--- config.mk ---
export PLATFORM = sky130hd
export DESIGN_NAME = apb_slave_mem
export DESIGN_NICKNAME = d
export VERILOG_FILES = /design/src/rtl/apb_slv_pkg.sv /design/src/rtl/apb_slv_ram.sv /design/src/rtl/apb_slave_mem.sv
export SDC_FILE = /design/constraint.sdc
export NUM_CORES = 1
export LEC_CHECK = 0
export BUFFER_PORTS_ARGS = -buffer_cell sky130_fd_sc_hd__clkbuf_2
export CORE_MARGIN = 4
export CORE_UTILIZATION = 50
export CTS_CLUSTER_SIZE = 28
export DETAILED_ROUTE_END_ITERATION = 6
export GPL_ROUTABILITY_DRIVEN = 0
export PLACE_DENSITY = 0.66
export REMOVE_ABC_BUFFERS = 1
export SLEW_MARGIN = 20
export SYNTH_ARGS = -nofsm -noshare
export SYNTH_HDL_FRONTEND = slang
export SYNTH_SLANG_ARGS = --single-unit
--- constraint.sdc ---
create_clock -name clk -period 6.1 [get_ports clk]
set_clock_uncertainty 0.1 [all_clocks]
set_input_delay 0 -clock clk [delete_from_list [all_inputs] [get_ports clk]]
set_output_delay 0 -clock clk [all_outputs]
set_load 0.05 [all_outputs]
--- src/rtl/apb_slv_pkg.sv ---
// Shared types and constants for the APB completer memory slice.
package apb_slv_pkg;

  typedef enum logic [1:0] {
    IDLE,
    SETUP,
    ACCESS
  } apb_state_e;

  localparam int unsigned ADDR_W_DEF  = 8;
  localparam int unsigned DATA_W_DEF  = 8;
  localparam logic [7:0]  ERR_CNT_MAX = 8'hFF;

  // Saturating increment for the error/violation counter.
  function automatic logic [7:0] sat_inc(input logic [7:0] v);
    return (v == ERR_CNT_MAX) ? v : v + 8'd1;
  endfunction

endpackage

--- src/rtl/apb_slv_ram.sv ---
// DEPTH x DATA_W register memory: synchronous write, asynchronous read, no reset.
module apb_slv_ram #(
  parameter int unsigned DEPTH  = 64,
  parameter int unsigned DATA_W = 8,
  parameter int unsigned AW     = $clog2(DEPTH)
) (
  input  logic              clk,
  input  logic              we,
  input  logic [AW-1:0]     addr,
  input  logic [DATA_W-1:0] wdata,
  output logic [DATA_W-1:0] rdata
);

  logic [DATA_W-1:0] mem [DEPTH];

  // Write port: commit on the rising edge when enabled.
  always_ff @(posedge clk) begin
    if (we) mem[addr] <= wdata;
  end

  assign rdata = mem[addr];

endmodule

--- src/rtl/apb_slave_mem.sv ---
// APB completer backed by a small register memory, with optional pready wait
// states, pslverr on out-of-range addresses and a saturating error counter.
module apb_slave_mem
  import apb_slv_pkg::*;
#(
  parameter int unsigned ADDR_W      = ADDR_W_DEF,
  parameter int unsigned DATA_W      = DATA_W_DEF,
  parameter int unsigned DEPTH       = 64,
  parameter int unsigned WAIT_CYCLES = 0
) (
  input  logic              clk,
  input  logic              rst,
  input  logic              psel,
  input  logic              penable,
  input  logic              pwrite,
  input  logic [ADDR_W-1:0] paddr,
  input  logic [DATA_W-1:0] pwdata,
  output logic [DATA_W-1:0] prdata,
  output logic              pready,
  output logic              pslverr,
  output logic [7:0]        err_cnt
);

  localparam int unsigned      AW        = $clog2(DEPTH);
  localparam logic [3:0]       WAIT_INIT = 4'(WAIT_CYCLES);
  localparam logic [ADDR_W:0]  DEPTH_A   = (ADDR_W + 1)'(DEPTH);

  apb_state_e        state, state_nxt;
  logic [AW-1:0]     addr_q;
  logic [DATA_W-1:0] wdata_q;
  logic              write_q;
  logic              addr_err_q;
  logic [3:0]        wcnt;
  logic [DATA_W-1:0] ram_rdata;

  logic latch_req, load_rd, mem_we, wcnt_load, wcnt_dec, err_inc;
  logic paddr_err;

  assign paddr_err = ({1'b0, paddr} >= DEPTH_A);
  assign pready    = (state == ACCESS) && (wcnt == 4'd0);
  assign pslverr   = pready && addr_err_q;

  // State register.
  always_ff @(posedge clk or negedge rst) begin
    if (!rst) state <= IDLE;
    else      state <= state_nxt;
  end

  // Next-state decode and per-state datapath strobes.
  always_comb begin
    state_nxt = state;
    latch_req = 1'b0;
    load_rd   = 1'b0;
    mem_we    = 1'b0;
    wcnt_load = 1'b0;
    wcnt_dec  = 1'b0;
    err_inc   = 1'b0;
    unique case (state)
      IDLE: begin
        if (psel && !penable) begin
          state_nxt = SETUP;
          latch_req = 1'b1;
        end else if (psel && penable) begin
          err_inc = 1'b1;
        end
      end
      SETUP: begin
        if (psel && penable) begin
          state_nxt = ACCESS;
          wcnt_load = 1'b1;
          load_rd   = !write_q && !addr_err_q;
        end else if (psel) begin
          latch_req = 1'b1;
        end else begin
          state_nxt = IDLE;
        end
      end
      ACCESS: begin
        // Completion takes priority over psel: once wcnt hits zero the
        // transfer is done regardless of what the requester does.
        if (wcnt == 4'd0) begin
          state_nxt = IDLE;
          mem_we    = write_q && !addr_err_q;
          err_inc   = addr_err_q;
        end else if (psel) begin
          wcnt_dec = 1'b1;
        end else begin
          state_nxt = IDLE;
          err_inc   = 1'b1;
        end
      end
      default: state_nxt = IDLE;
    endcase
  end

  // Request latches, read data register, wait counter and error counter.
  always_ff @(posedge clk or negedge rst) begin
    if (!rst) begin
      addr_q     <= '0;
      wdata_q    <= '0;
      write_q    <= 1'b0;
      addr_err_q <= 1'b0;
      prdata     <= '0;
      wcnt       <= WAIT_INIT;
      err_cnt    <= '0;
    end else begin
      if (latch_req) begin
        addr_q     <= paddr[AW-1:0];
        wdata_q    <= pwdata;
        write_q    <= pwrite;
        addr_err_q <= paddr_err;
      end
      if (load_rd) prdata <= ram_rdata;
      if (wcnt_load)     wcnt <= WAIT_INIT;
      else if (wcnt_dec) wcnt <= wcnt - 4'd1;
      if (err_inc) err_cnt <= sat_inc(err_cnt);
    end
  end

  apb_slv_ram #(
    .DEPTH  (DEPTH),
    .DATA_W (DATA_W),
    .AW     (AW)
  ) u_ram (
    .clk   (clk),
    .we    (mem_we),
    .addr  (addr_q),
    .wdata (wdata_q),
    .rdata (ram_rdata)
  );

endmodule

==> results of run 1 <==
==> power by group <==
group          switching (W)  total [W]  internal, W  leakage, nW
combinational       0.000810    0.00123     0.000416         2.16
clock                0.00134    0.00308      0.00174        0.784
sequential          0.000182    0.00449      0.00431         5.06
total                0.00234    0.00880      0.00647         8.01
==> repair_timing <==
item                                    in CTS  in global routing
hold buffers                                39                  0
endpoints found under the hold margin       64                  0
endpoints found under the setup margin       0                  0
==> synth_stat cells (all sizes together), types with 12 or more instances <==
master	number
nor2	92
clkbuf	23
a22oi	39
a221oi	15
nand2	36
o21ai	24
dfrtp	38
buf	47
mux2	31
a22o	12
edfxtp	512
a21oi	26
mux4	66
nand3	23
mux2i	87
==> layout make-up <==
type                    count  area [sq um]
fillers                  3272         18600
repair buffers             97           743
flip-flops and latches    550         16300
clock inverters            15           149
well taps                 585           732
inverters                   8          30.0
multi-input cells         555          4950
clock buffers              78          1460
==> cell families after synthesis <==
family,after synthesis,synth area share
buffers and inverters,78,0.0206
AO/OA/AOI/OAI,164,0.0549
adder cells (fa/ha/maj),2,0.00115
multiplexers,184,0.126
AND/OR/NAND/NOR,196,0.0423
flip-flops,550,0.752
XOR/XNOR,9,0.00363
==> sequential cells by signal (all words and copies together), names as in the netlist, 2 cells and up <==
register   cells
u_ram.mem    512
wdata_q        8
wcnt           4
addr_q         6
state          2
err_cnt        8
prdata         8
==> through the flow <==
| step | std cells | hold slack [ns] | power (W) | instance area, sq um | TNS (ns) |
|---|---|---|---|---|---|
| 6_report | 1888 | 0.0113 | 0.00880 | 24400 | 0 |
| 5_1_grt | 1888 | 0.0715 | 0.00910 | 24400 | 0 |
| 4_1_cts | 1888 | 0.0693 | 0.00883 | 24400 | 0 |
| 3_5_place_dp | 1756 | 0.115 | 0.00576 | 22400 | 0 |
| 3_3_place_gp | 1756 | 0.120 | 0.00574 | 22400 | 0 |
| 2_1_floorplan | 1113 | -0.396 | 0.00533 | 21300 | -0.392 |
==> layer usage <==
metal  share of wire  track usage  up-vias  wire length (um)
met5               0            0        -                 0
met4           0.031       0.0659        0              1600
met3           0.093       0.0491      102              4880
met2            0.47        0.345      584             24500
met1            0.41        0.326     6012             21300
li1                -            -     4945                 -
==> worst reg2reg max path: cells and delay by family (launching register included) <==
family                 cells  cell delay (ns)
and+or+nand+nor            3             1.65
DFF                        1             0.85
buffers and inverters      1             0.56
==> cells in the final DEF, fill, tap and decap left out, types with 31 or more instances in the layout <==
cell / instances
edfxtp_1: 512
nor2_1: 92
mux2i_1: 87
mux4_2: 59
clkbuf_16: 53
a22oi_1: 39
dlygate4sd3_1: 39
clkbuf_2: 37
nand2_1: 36
mux2_2: 31
==> final timing paths <==
path / startpoint / endpoint / slack (ns) / cells after the start
worst max-delay path: addr_q[0]$_DFFE_PN0P_ / u_ram.mem[47][6]$_DFFE_PP_ / 2.55 / 4
worst min-delay path: rst / wdata_q[6]$_DFFE_PN0P_ / 0.01 / 2
worst max register to register: addr_q[0]$_DFFE_PN0P_ / u_ram.mem[47][6]$_DFFE_PP_ / 2.55 / 4
worst min register to register: err_cnt[7]$_DFFE_PN0P_ / err_cnt[7]$_DFFE_PN0P_ / 0.40 / 1
max in group asynchronous: rst / addr_q[2]$_DFFE_PN0P_ / 5.18 / 2
min in group clk: psel / state[1]$_DFFE_PN0P_ / 0.33 / 4
==> reports/qor.txt, run 1 <==
Outcome = finished clean
H-tree Lvls = 2
Mapped Cells = 1183
DR iter-0 viols = 1322
Share of flip-flops with an asynchronous set or reset = 0.0691
Most common flop cell mapped by yosys = edfxtp_1
DRT antenna net count = 0
First-pass GRT wire length = 77900 um
Vias/cell = 6.17
Setup crit start kind = flop
CP endpoint kind = flop
Initial antenna violation count = 0
Post-synth EDFFs = 512
CP cell instances = buf_12 > and2_1 > nand2_1 > nor2_1
Remaining global-route overflow = 0
Layout net count = 1287
Synthesized flop and latch total = 550
Vias = 11600
Final setup vio count = 0
Worst Setup Slack, final = 2.55 ns
Post-Synthesis Mean Instance Area = 18.4 sq um
GRT Util Overall = 0.224
Clock slew at reported path FFs = 0.06 ns
Clock tree from TritonCTS = done
Unrepaired setup endpoints after global routing = no
Critical Path AT = 3.66 ns
Worst vdd ir = 0.290 mV
I/O pins = 39
ANT cells = 0
CTS Buf Count = 52
Post-synth top area cell = edfxtp_1
Largest net degree at the start of global routing = 90
CP Class = flop to flop
Chip width = 216 um
Power per cell area = 361 nW/um^2
Crit path required time = 6.21 ns
Worst path max stage delay = 0.85 ns
Max Freq = 0.282 GHz
Clk_lat worst skew = 0.60 ns
Fin crit period = 3.55 ns
Port Buffers = 38
CP Buf/Inv Count = 1
Vias in the first global route = 11600
Hold Path Class = primary input to asynchronous set/reset pin
Max_cap viols = 0
Clock sink count = 550
Slew margin rel. = 0.209
Area growth syn-to-layout = 12.4%
WL per Instance = 27.7 um
Root buffer cell = clkbuf_16
Static Leak = 8.01 nW
Sequential share of the synthesized area = 0.752
DR pass1 iterations = 6
CORE AREA = 43000 sq um
Setup Fix Bufs, Post-CTS = 0
Die Area = 46800 sq um
Synth unique cells = 64
Ranking of synthesized cells by area = edfxtp_1 (71%), mux4_2 (6.1%), dfrtp_1 (4.4%)
Cell Area, Synth = 21700 sq um
Fin. Hold Viols = 0
Pre-CTS setup slack = 2.55 ns
Synth top area share = 0.708
Synth warnings = 0
Layout cell share with drive strength beyond 1 = 0.181
Cell Rows = 76
Hpwl dp = 31900 um
Final wirelength = 52300 um
Post-cts sizing count = 0
Die extent in y = 216 um
Post-layout util = 0.568
CTS max path bufs = 3
Starting Density = 0.505
CP max FO = 89
# DRC = 0
Slowest-stage cell, CP = dfrtp_4
Final Max Tran Viols = 0
Top delay family on crit path = simple AND/OR/NAND/NOR gates
Tcrit/Tclk final = 0.582
Worst Max-Slew Pin Slew = 1.18 ns
(Power assumes the default switching activity.)
==> run 2: changes to the inputs <==
- clock period: 6.1 -> 3.59 ns (I/O delays scaled with it)
==> run 2 against run 1 <==
  * Cell count up 4.6%
  * Sequential power up 74%
  * Via count is 2.9% higher
  * Global-route usage rose by 0.85 points
  * Count of clock-buffer cells in the layout fell by 11
  * Total power grew 75%
  * First-iteration DRC count increased by 20%
  * Wire length increased by 4.1%
  * Clock power is 83% higher
  * Utilization increased by 1.8 points
  * Combinational power up 59%
  * Largest cell class unchanged
  * Largest power group unchanged
==> reports/qor.txt, run 2 (synthesis results as in run 1) <==
Tcrit/Tclk final = 0.873 (+0.291)
Layout cell share with drive strength beyond 1 = 0.239 (+0.0577)
CP max FO = 28 (-69%)
Vias in the first global route = 11900 (+2.9%)
Die Area = 46800 sq um (unchanged)
Hpwl dp = 33900 um (+6.1%)
ANT cells = 0 (unchanged)
Unrepaired setup endpoints after global routing = no
DRT antenna net count = 0 (unchanged)
Most frequent cells in the layout = edfxtp_1 (512), buf_4 (102), nor2_1 (92)
Fin. Hold Viols = 0 (unchanged)
Worst path max stage delay = 0.88 ns (+0.03 ns)
Flop pwr share = 0.507 (-0.003)
Initial antenna violation count = 0 (unchanged)
CTS Buf Count = 54 (+3.8%)
Power per cell area = 612 nW/um^2 (+70%)
GRT Util Overall = 0.232 (+0.00854)
Layout net count = 1369 (+6.4%)
Pint = 0.0114 W (+75%)
Hold Path Class = primary input to flop
Hold Slack = 0.0836 ns (+0.0723 ns)
R2R Path End = prdata[2]$_DFFE_PN0P_
WL per Instance = 27.5 um (-0.46%)
RR Startpoint = addr_q[0]$_DFFE_PN0P_
Critical Path AT = 3.57 ns (-0.09 ns)
Clock slew at reported path FFs = 0.06 ns (about the same)
Met2 wire length = 25700 um (+5.1%)
Post-cts sizing count = 0 (unchanged)
Post-layout util = 0.586 (+0.0180)
Final wirelength = 54400 um (+4.1%)
# fillers = 3211 (-1.9%)
Crit. Startpoint = addr_q[0]$_DFFE_PN0P_
Clk_lat worst skew = 0.60 ns (about the same)
Final Max Tran Viols = 0 (unchanged)
Sw power = 0.00406 W (+74%)
Max Used Layer = met4
Clock tree from TritonCTS = done
Port Buffers = 38 (unchanged)
I/O pins = 39 (unchanged)
Chip width = 216 um (unchanged)
Reg-to-reg slack, setup = 0.46 ns (-2.09 ns)
Max reg flops = 512 (unchanged)
Setup TNS = 0 ns (unchanged)
Cell Rows = 76 (unchanged)
CORE AREA = 43000 sq um (unchanged)
Met1 Routed Length = 22000 um (+3.2%)
Root buffer cell = clkbuf_16
# DRC = 0 (unchanged)
Largest net degree at the start of global routing = 66 (-27%)
CP Class = flop to flop
PnR Total Power = 0.0154 W (+75%)
Fin crit period = 3.13 ns (-0.417 ns)
Area growth syn-to-layout = 16.0%
Hold depth = 3
Setup crit start kind = flop
Die extent in y = 216 um (unchanged)
CTS max path bufs = 3 (unchanged)
Remaining global-route overflow = 0 (unchanged)
Slowest-stage cell, CP = nor2b_1
Vias/cell = 6.07 (-1.6%)
Switch share = 0.263 (-0.00206)
FF-to-FF path depth = 7 (+3)
Hold Crit Endpoint = addr_q[5]$_DFFE_PN0P_
Setup Fix Bufs, Post-CTS = 0 (unchanged)
H-tree Lvls = 2 (unchanged)
Vias = 12000 (+2.9%)
CP endpoint kind = flop
Most common cell after layout, fill and taps aside = edfxtp_1
First-pass GRT wire length = 80400 um (+3.3%)
Largest Register = u_ram.mem
Slew margin rel. = 0.275 (+0.0662)
Crit path required time = 4.03 ns (-2.18 ns)
Clock sink count = 550 (unchanged)
Routed met3 length = 4970 um (+1.8%)
DR iter-0 viols = 1584 (+20%)
Outcome = finished clean
Starting Density = 0.505 (unchanged)
Worst Max-Slew Pin Slew = 1.08 ns (-0.0989 ns)
Max_cap viols = 0 (unchanged)
DR pass1 iterations = 6 (unchanged)
Logic pwr share = 0.127 (-0.012)
Hold wc startpoint = paddr[5]
Worst vdd ir = 0.553 mV (+90%)
Static Leak = 8.50 nW (+6.2%)
Clk pwr share = 0.366 (+0.016)
CP cell instances = buf_12 > nor2b_1 > a221oi_1 > nor2_1 > o21ai_1 > o2111ai_1 > o32a_1
Final setup vio count = 0 (unchanged)
Max Freq = 0.319 GHz (+13%)
## run 2: changes by cell type in the layout (fill, tap and decap cells not counted), sizes merged
cell,before,now
buf,21,105
clkbuf,115,105
clkinv,11,20
bufinv,2,7
dlygate4sd3,39,34
clkinvlp,0,4
## run 2: worst max-delay path by stage
stage,end,slack (ns),cells after the start
6_report,prdata[2]$_DFFE_PN0P_,0.46,7
5_1_grt,prdata[2]$_DFFE_PN0P_,0.37,7
4_1_cts,u_ram.mem[48][3]$_DFFE_PP_,0.52,3
3_5_place_dp,u_ram.mem[48][2]$_DFFE_PP_,0.54,3
3_3_place_gp,prdata[2]$_DFFE_PN0P_,0.59,7
2_1_floorplan,prdata[7]$_DFFE_PN0P_,-2.77,6
## run 2: area by class of cell
cell class	instances	area, sq um	area share
multi-input cells	555	4950	0.197
repair buffers	177	1360	0.0538
inverters	8	30.0	0.00119
well taps	585	732	0.0291
clock buffers	67	1400	0.0556
flip-flops and latches	550	16400	0.649
clock inverters	33	362	0.0144
## run 2: what timing repair did
action	in CTS	in global routing
endpoints found under the setup margin	0	0
hold buffers	34	0
endpoints found under the hold margin	61	0
## run 2: power by group through the flow
stage | Combinational (W) | Sequential [W] | Clock, W
floorplan | 0.000945 | 0.00812 | 0
global placement | 0.00188 | 0.00793 | 0
detailed placement | 0.00189 | 0.00795 | 0
CTS | 0.00194 | 0.00781 | 0.00571
global route | 0.00205 | 0.00785 | 0.00599
finish | 0.00195 | 0.00782 | 0.00564
## run 2: layer usage
metal  up-vias  GRT usage
li1       5095          -
met1      6147      0.336
met2       633      0.365
met3       105     0.0412
met4         0     0.0755
met5         -          0
## run 2: critical path, delay by kind of cell (launching register included)
| kind | cells | cell delay (ns) |
|---|---|---|
| AO/OA/AOI/OAI | 4 | 0.75 |
| buffers and inverters | 1 | 0.28 |
| flip-flops | 1 | 0.79 |
| AND/OR/NAND/NOR | 2 | 1.09 |
## run 2: through the flow
| step | cell area, sq um | instances | setup WS (ns) |
|---|---|---|---|
| after CTS | 25200 | 1975 | 0.519 |
| after global placement | 23100 | 1841 | 0.589 |
| final | 25200 | 1975 | 0.457 |
| after detailed placement | 23100 | 1841 | 0.539 |
| after global routing | 25200 | 1975 | 0.373 |
| after floorplan | 21300 | 1113 | -2.77 |
